## config.mk

```make
export PLATFORM = sky130hd
export DESIGN_NAME = fp_add_issue
export DESIGN_NICKNAME = d
export VERILOG_FILES = /design/src/rtl/fp_add_issue.sv
export SDC_FILE = /design/constraint.sdc
export NUM_CORES = 1
export LEC_CHECK = 0
export ABC_CLOCK_PERIOD_IN_PS = 5100
export BUFFER_PORTS_ARGS = -buffer_cell sky130_fd_sc_hd__buf_2
export CAP_MARGIN = 25
export CORE_MARGIN = 1
export CORE_UTILIZATION = 55
export CTS_BUF_LIST = sky130_fd_sc_hd__clkbuf_8 sky130_fd_sc_hd__clkbuf_16
export DETAILED_ROUTE_END_ITERATION = 8
export PLACE_DENSITY = 0.93
export SLEW_MARGIN = 40
export SYNTH_ARGS = -nofsm -noshare
export SYNTH_HDL_FRONTEND = slang
export SYNTH_SLANG_ARGS = --single-unit
```

## constraint.sdc

```tcl
create_clock -name clk -period 5.1 [get_ports clk]
set_input_delay 0.51 -clock clk [delete_from_list [all_inputs] [get_ports clk]]
set_output_delay 0.51 -clock clk [all_outputs]
set_load 0.005 [all_outputs]
```

## src/rtl/fp_add_issue.sv

```systemverilog
// Issue stage and in-order result capture for the fp_add core, with sticky FCSR-style flags.
// Define FP_ADD_ISSUE_TAG_EN to carry a TAG_W-bit user tag from in_tag through to res_tag.
module fp_add_issue #(
  parameter int LAT   = 2,
  parameter int DEPTH = 4,
  parameter int W     = 32
`ifdef FP_ADD_ISSUE_TAG_EN
  ,
  parameter int TAG_W = 4
`endif
) (
  input  logic             clk,
  input  logic             rst,
  input  logic             in_valid,
  output logic             in_ready,
  input  logic [W-1:0]     in_a,
  input  logic [W-1:0]     in_b,
  input  logic [2:0]       in_rm,
  output logic [W-1:0]     add_in1,
  output logic [W-1:0]     add_in2,
  output logic [2:0]       add_round_m,
  output logic             add_act,
  input  logic [W-1:0]     add_out,
  input  logic             add_ov,
  input  logic             add_un,
  input  logic             add_inv,
  input  logic             add_inexact,
  output logic             res_valid,
  input  logic             res_ready,
  output logic [W-1:0]     res_data,
  output logic [3:0]       res_flags,
  output logic [3:0]       fflags,
  input  logic             fflags_clr,
`ifdef FP_ADD_ISSUE_TAG_EN
  input  logic [TAG_W-1:0] in_tag,
  output logic [TAG_W-1:0] res_tag,
`endif
  output logic             busy
);

  localparam int AW = $clog2(DEPTH);
  localparam int CW = AW + 1;
  localparam int SW = $clog2(LAT + DEPTH + 2) + 1;

  logic [LAT:0]    vpipe;
  logic            issue;
  logic            push;
  logic            pop;
  logic [AW-1:0]   wr_ptr;
  logic [AW-1:0]   rd_ptr;
  logic [CW-1:0]   count;
  logic [SW-1:0]   inflight;
  logic [SW-1:0]   occupancy;
  logic [3:0]      push_flags;
  logic [W-1:0]    data_mem [DEPTH];
  logic [3:0]      flag_mem [DEPTH];

  assign issue      = in_valid && in_ready;
  assign push       = vpipe[LAT];
  assign pop        = res_valid && res_ready;
  assign push_flags = {add_inv, add_ov, add_un, add_inexact};

  // Every in-flight op already owns a FIFO slot, so the FIFO cannot overflow.
  always_comb begin
    inflight = '0;
    for (int k = 0; k <= LAT; k++) begin
      inflight = inflight + SW'(vpipe[k]);
    end
  end

  assign occupancy = inflight + SW'(count) - SW'(pop);
  assign in_ready  = occupancy < SW'(DEPTH);

  // NOTE: sequential state uses non-blocking assignments so every register samples pre-edge values.
  always_ff @(posedge clk or negedge rst) begin
    if (!rst) begin
      vpipe <= '0;
    end else begin
      vpipe <= {vpipe[LAT-1:0], issue};
    end
  end

  always_ff @(posedge clk or negedge rst) begin
    if (!rst) begin
      add_in1     <= '0;
      add_in2     <= '0;
      add_round_m <= '0;
    end else if (issue) begin
      add_in1     <= in_a;
      add_in2     <= in_b;
      add_round_m <= in_rm;
    end
  end

  assign add_act = vpipe[0];

  // NOTE: FIFO storage has no reset; count gates res_valid, so stale entries are never presented.
  always_ff @(posedge clk) begin
    if (push) begin
      data_mem[wr_ptr] <= add_out;
      flag_mem[wr_ptr] <= push_flags;
    end
  end

  always_ff @(posedge clk or negedge rst) begin
    if (!rst) begin
      wr_ptr <= '0;
      rd_ptr <= '0;
      count  <= '0;
    end else begin
      if (push) wr_ptr <= wr_ptr + AW'(1);
      if (pop)  rd_ptr <= rd_ptr + AW'(1);
      case ({push, pop})
        2'b10:   count <= count + CW'(1);
        2'b01:   count <= count - CW'(1);
        default: count <= count;
      endcase
    end
  end

  assign res_valid = (count != '0);
  assign res_data  = data_mem[rd_ptr];
  assign res_flags = flag_mem[rd_ptr];
  assign busy      = (|vpipe) || (count != '0);

  // A clear coinciding with a push keeps only the newly pushed flags.
  always_ff @(posedge clk or negedge rst) begin
    if (!rst) begin
      fflags <= '0;
    end else if (push) begin
      fflags <= (fflags_clr ? 4'b0000 : fflags) | push_flags;
    end else if (fflags_clr) begin
      fflags <= '0;
    end
  end

`ifdef FP_ADD_ISSUE_TAG_EN
  logic [TAG_W-1:0] tpipe   [LAT+1];
  logic [TAG_W-1:0] tag_mem [DEPTH];

  // Tags travel beside vpipe; a slot's tag is only meaningful while its vpipe bit is set.
  always_ff @(posedge clk) begin
    if (issue) tpipe[0] <= in_tag;
    for (int k = 1; k <= LAT; k++) begin
      tpipe[k] <= tpipe[k-1];
    end
    if (push) tag_mem[wr_ptr] <= tpipe[LAT];
  end

  assign res_tag = tag_mem[rd_ptr];
`endif

`ifndef SYNTHESIS
  a_no_overflow: assert property (@(posedge clk) disable iff (!rst)
    !(push && (count == CW'(DEPTH))))
    else $error("fp_add_issue: push into full result FIFO");
`endif

endmodule

```

==> flow_metrics.tcl <==
set metrics [dict create \
    yosysUniqueCellTypes 29 \
    cts_resized 0 \
    root_buffer "clkbuf_16" \
    seq_area_sq_mm 0.00636 \
    path_buf_inv 1 \
    final_cells 840 \
    grt_pass1_wl_mm 26.0 \
    path_cells "o31a_1 -> xor2_1 -> fa_1 -> ha_1 -> a31oi_2 -> nor2_1 -> or3_1 -> buf_2" \
    slew_viol_final 0 \
    multi_input_area_sq_mm 0.00206 \
    syn_area_sq_mm 0.00854 \
    hpwl_mm 11.0 \
    cts_tree "yes" \
    outcome "complete, no violations" \
    worstHoldPathType "in2reg" \
    viasPerCell 5.45 \
    p_int_w 0.00459 \
    cts_max_level 1 \
    ant_nets 0 \
    synth_fp_nets 524 \
    seq_area_frac_synth_pct 74.4 \
    gp_congestion 0.743 \
    worstMarginPinSlew_ns 0.734 \
    initial_core_util_pct 56.2 \
    p_per_area_mw_per_mm2 612 \
    grt_usage_pct 21.4 \
    dp.cells 798 \
    worstPathRequired_ns 4.59 \
    rsz0062_at_grt "no" \
    p_comb_share_pct 33.0 \
    avgSynthCellArea_sq_um 21.0 \
    die_w_microns 127 \
    antenna_found_initial 0 \
    slew-limit-headroom_pct 51.1 \
    ir_drop_mv 0.388 \
    totalWireLength_mm 16.8 \
    ys_warn_count 0 \
    std_cell_rows 45 \
    layout-drive-gt1-share_pct 55.8 \
    crit_slowest_cell "dfrtp_1" \
    hold_violations 0 \
    nets 753 \
    finalCriticalPeriod_ns 3.64 \
    cp-start-kind "flip-flop" \
    clk_pin_slew_ns 0.07 \
    syn_inst 406 \
    crit_type "reg2out" \
    path_delay_family "adder cells" \
    worstPathMaxFanout 8 \
    maxCapViolations 0 \
    vias 4578 \
    cp.arrival_ns 3.13 \
    cts_buffer_depth 3 \
    p_clk_share_pct 24.9 \
    dr.pass1.iters 6 \
    p_leak_nw 4.37 \
    fin_tns_setup_ns 0 \
    critPathMaxStageDelay_ns 0.44 \
    die_area_sq_mm 0.0160 \
    drt_iter0_drc 273 \
    power.share.sequential_pct 42.1 \
    grt_max_degree 69 \
    ys_seq_elements 225 \
    die_h_microns 127 \
    fillers 966 \
    switching_share_pct 29.1 \
    numCtsBuffers 22 \
    core_area_sq_mm 0.0152 \
    crit_path_end_kind "output pin" \
    grt_pass1_vias 4896 \
    p_sw_w 0.00188 \
    ioPinCount 219 \
    setup_ws_ns 1.46 \
    portBuffers 218 \
    drc 0 \
    cts.sinks 225 \
    fmax_mhz 275 \
    wl_per_cell_microns 20.0 \
    setup_viol 0 \
    grt_overflow 0 \
    final.setup_skew_ns 0.0119 \
    post-route-period-util_pct 71.3 \
    pre_cts_ws_ns 1.60 \
    syn_to_final_growth_pct 23.7 \
    insertion_delay_ns 0.49 \
]
## cell families after synthesis
group / share of synthesized area [%]
fa+ha+maj: 1.64
buf+inv: 1.64
xor+xnor: 0.718
simple gates: 1.57
mux: 19.2
compound gates: 0.923
flops: 74.4
## final cells by class
class                   instances  share of cell area [%]
diodes                          1                  0.0237
clock buffers                  24                    5.58
clock inverters                16                    1.37
inverters                      11                   0.391
multi-input cells             152                    19.5
flip-flops and latches        225                    60.1
well taps                     188                    2.23
repair buffers                223                    10.8
## synthesized netlist by cell type
| cell type | count | share of area [%] |
|---|---|---|
| edfxtp_1 | 144 | 51 |
| dfrtp_1 | 81 | 24 |
| mux2_2 | 40 | 5.3 |
| mux4_2 | 36 | 9.5 |
| mux2_4 | 19 | 3.3 |
| inv_1 | 11 | 0.48 |
| nand2_1 | 9 | 0.40 |
| ha_1 | 8 | 1.2 |
| mux2_1 | 8 | 1.1 |
| buf_2 | 7 | 0.41 |
| clkbuf_1 | 7 | 0.31 |
| o21ai_0 | 6 | 0.35 |
| and2_1 | 4 | 0.29 |
| xnor2_1 | 4 | 0.41 |
| buf_6 | 3 | 0.40 |
| nand2b_1 | 3 | 0.22 |
| xor2_1 | 3 | 0.31 |
| fa_1 | 2 | 0.47 |
| a31oi_2 | 1 | 0.15 |
| and4b_1 | 1 | 0.12 |
| buf_1 | 1 | 0.044 |
| nand3_1 | 1 | 0.059 |
| nor2_1 | 1 | 0.044 |
| nor4b_4 | 1 | 0.28 |
| o22ai_1 | 1 | 0.073 |
| o31a_1 | 1 | 0.10 |
| o31ai_4 | 1 | 0.25 |
| or3_1 | 1 | 0.073 |
| or4_1 | 1 | 0.088 |
## cell usage in the layout (no fill, tap or decap), types with 4 or more instances in the layout
cell / instances
clkbuf_16: 23
buf_2: 217
mux2_4: 19
clkinv_2: 5
mux4_2: 36
o21ai_0: 6
mux2_2: 40
nand2_1: 9
mux2_1: 8
ha_1: 8
xnor2_1: 4
buf_4: 4
and2_4: 4
edfxtp_1: 144
inv_1: 14
dfrtp_1: 79
## sequential cells by signal, indices dropped and copies added (netlist names), 3 cells and up
register and count:
data_mem 128, fflags 4, vpipe 3, add_in1 32, add_in2 32, add_round_m 3
count 3, flag_mem 16
## worst paths after layout
path	from	to	slack [ns]	depth (start not counted)
worst max register to register	count[0]$_DFFE_PN0P_	add_in2[23]$_DFFE_PN0P_	1.63	9
min in group asynchronous	rst	fflags[0]$_DFF_PN0_	0.46	2
worst min register to register	vpipe[1]$_DFF_PN0_	vpipe[2]$_DFF_PN0_	0.44	0
max in group asynchronous	rst	add_in2[5]$_DFFE_PN0P_	3.81	3
worst max-delay path	count[0]$_DFFE_PN0P_	in_ready	1.46	8
worst min-delay path	add_out[10]	data_mem[3][10]$_DFFE_PP_	0.23	1
## stage by stage
stage | instance area (sq um) | hold slack [ns] | power (W) | utilization [%]
final | 10600 | 0.231 | 0.00647 | 69.5
after detailed placement | 9820 | 0.374 | 0.00491 | 64.6
after floorplan | 8540 | 0.214 | 0.00411 | -
after global routing | 10600 | 0.205 | 0.00683 | 69.5
after CTS | 10600 | 0.212 | 0.00654 | 69.5
after global placement | 9810 | 0.370 | 0.00479 | 64.5
## repair_timing
action / in CTS / in global routing
buffers inserted: 0 / 0
hold buffers: 1 / 0
hold endpoints to repair: 13 / 0
## routing by layer
metal	vias to the layer above	part of all wire [%]	track usage (%)
li1	2027	-	-
met1	2302	39	26.6
met2	222	51	36.9
met3	27	7.9	5.95
met4	0	1.6	6.09
met5	-	0	0
## power by group through the flow
stage,registers (W),logic [W],clock network [W]
after floorplan,0.00262,0.00149,0
final,0.00272,0.00214,0.00161
after detailed placement,0.00275,0.00217,0
after global routing,0.00278,0.00233,0.00172
after CTS,0.00273,0.00217,0.00164
after global placement,0.00272,0.00207,0
(Power assumes the default switching activity.)
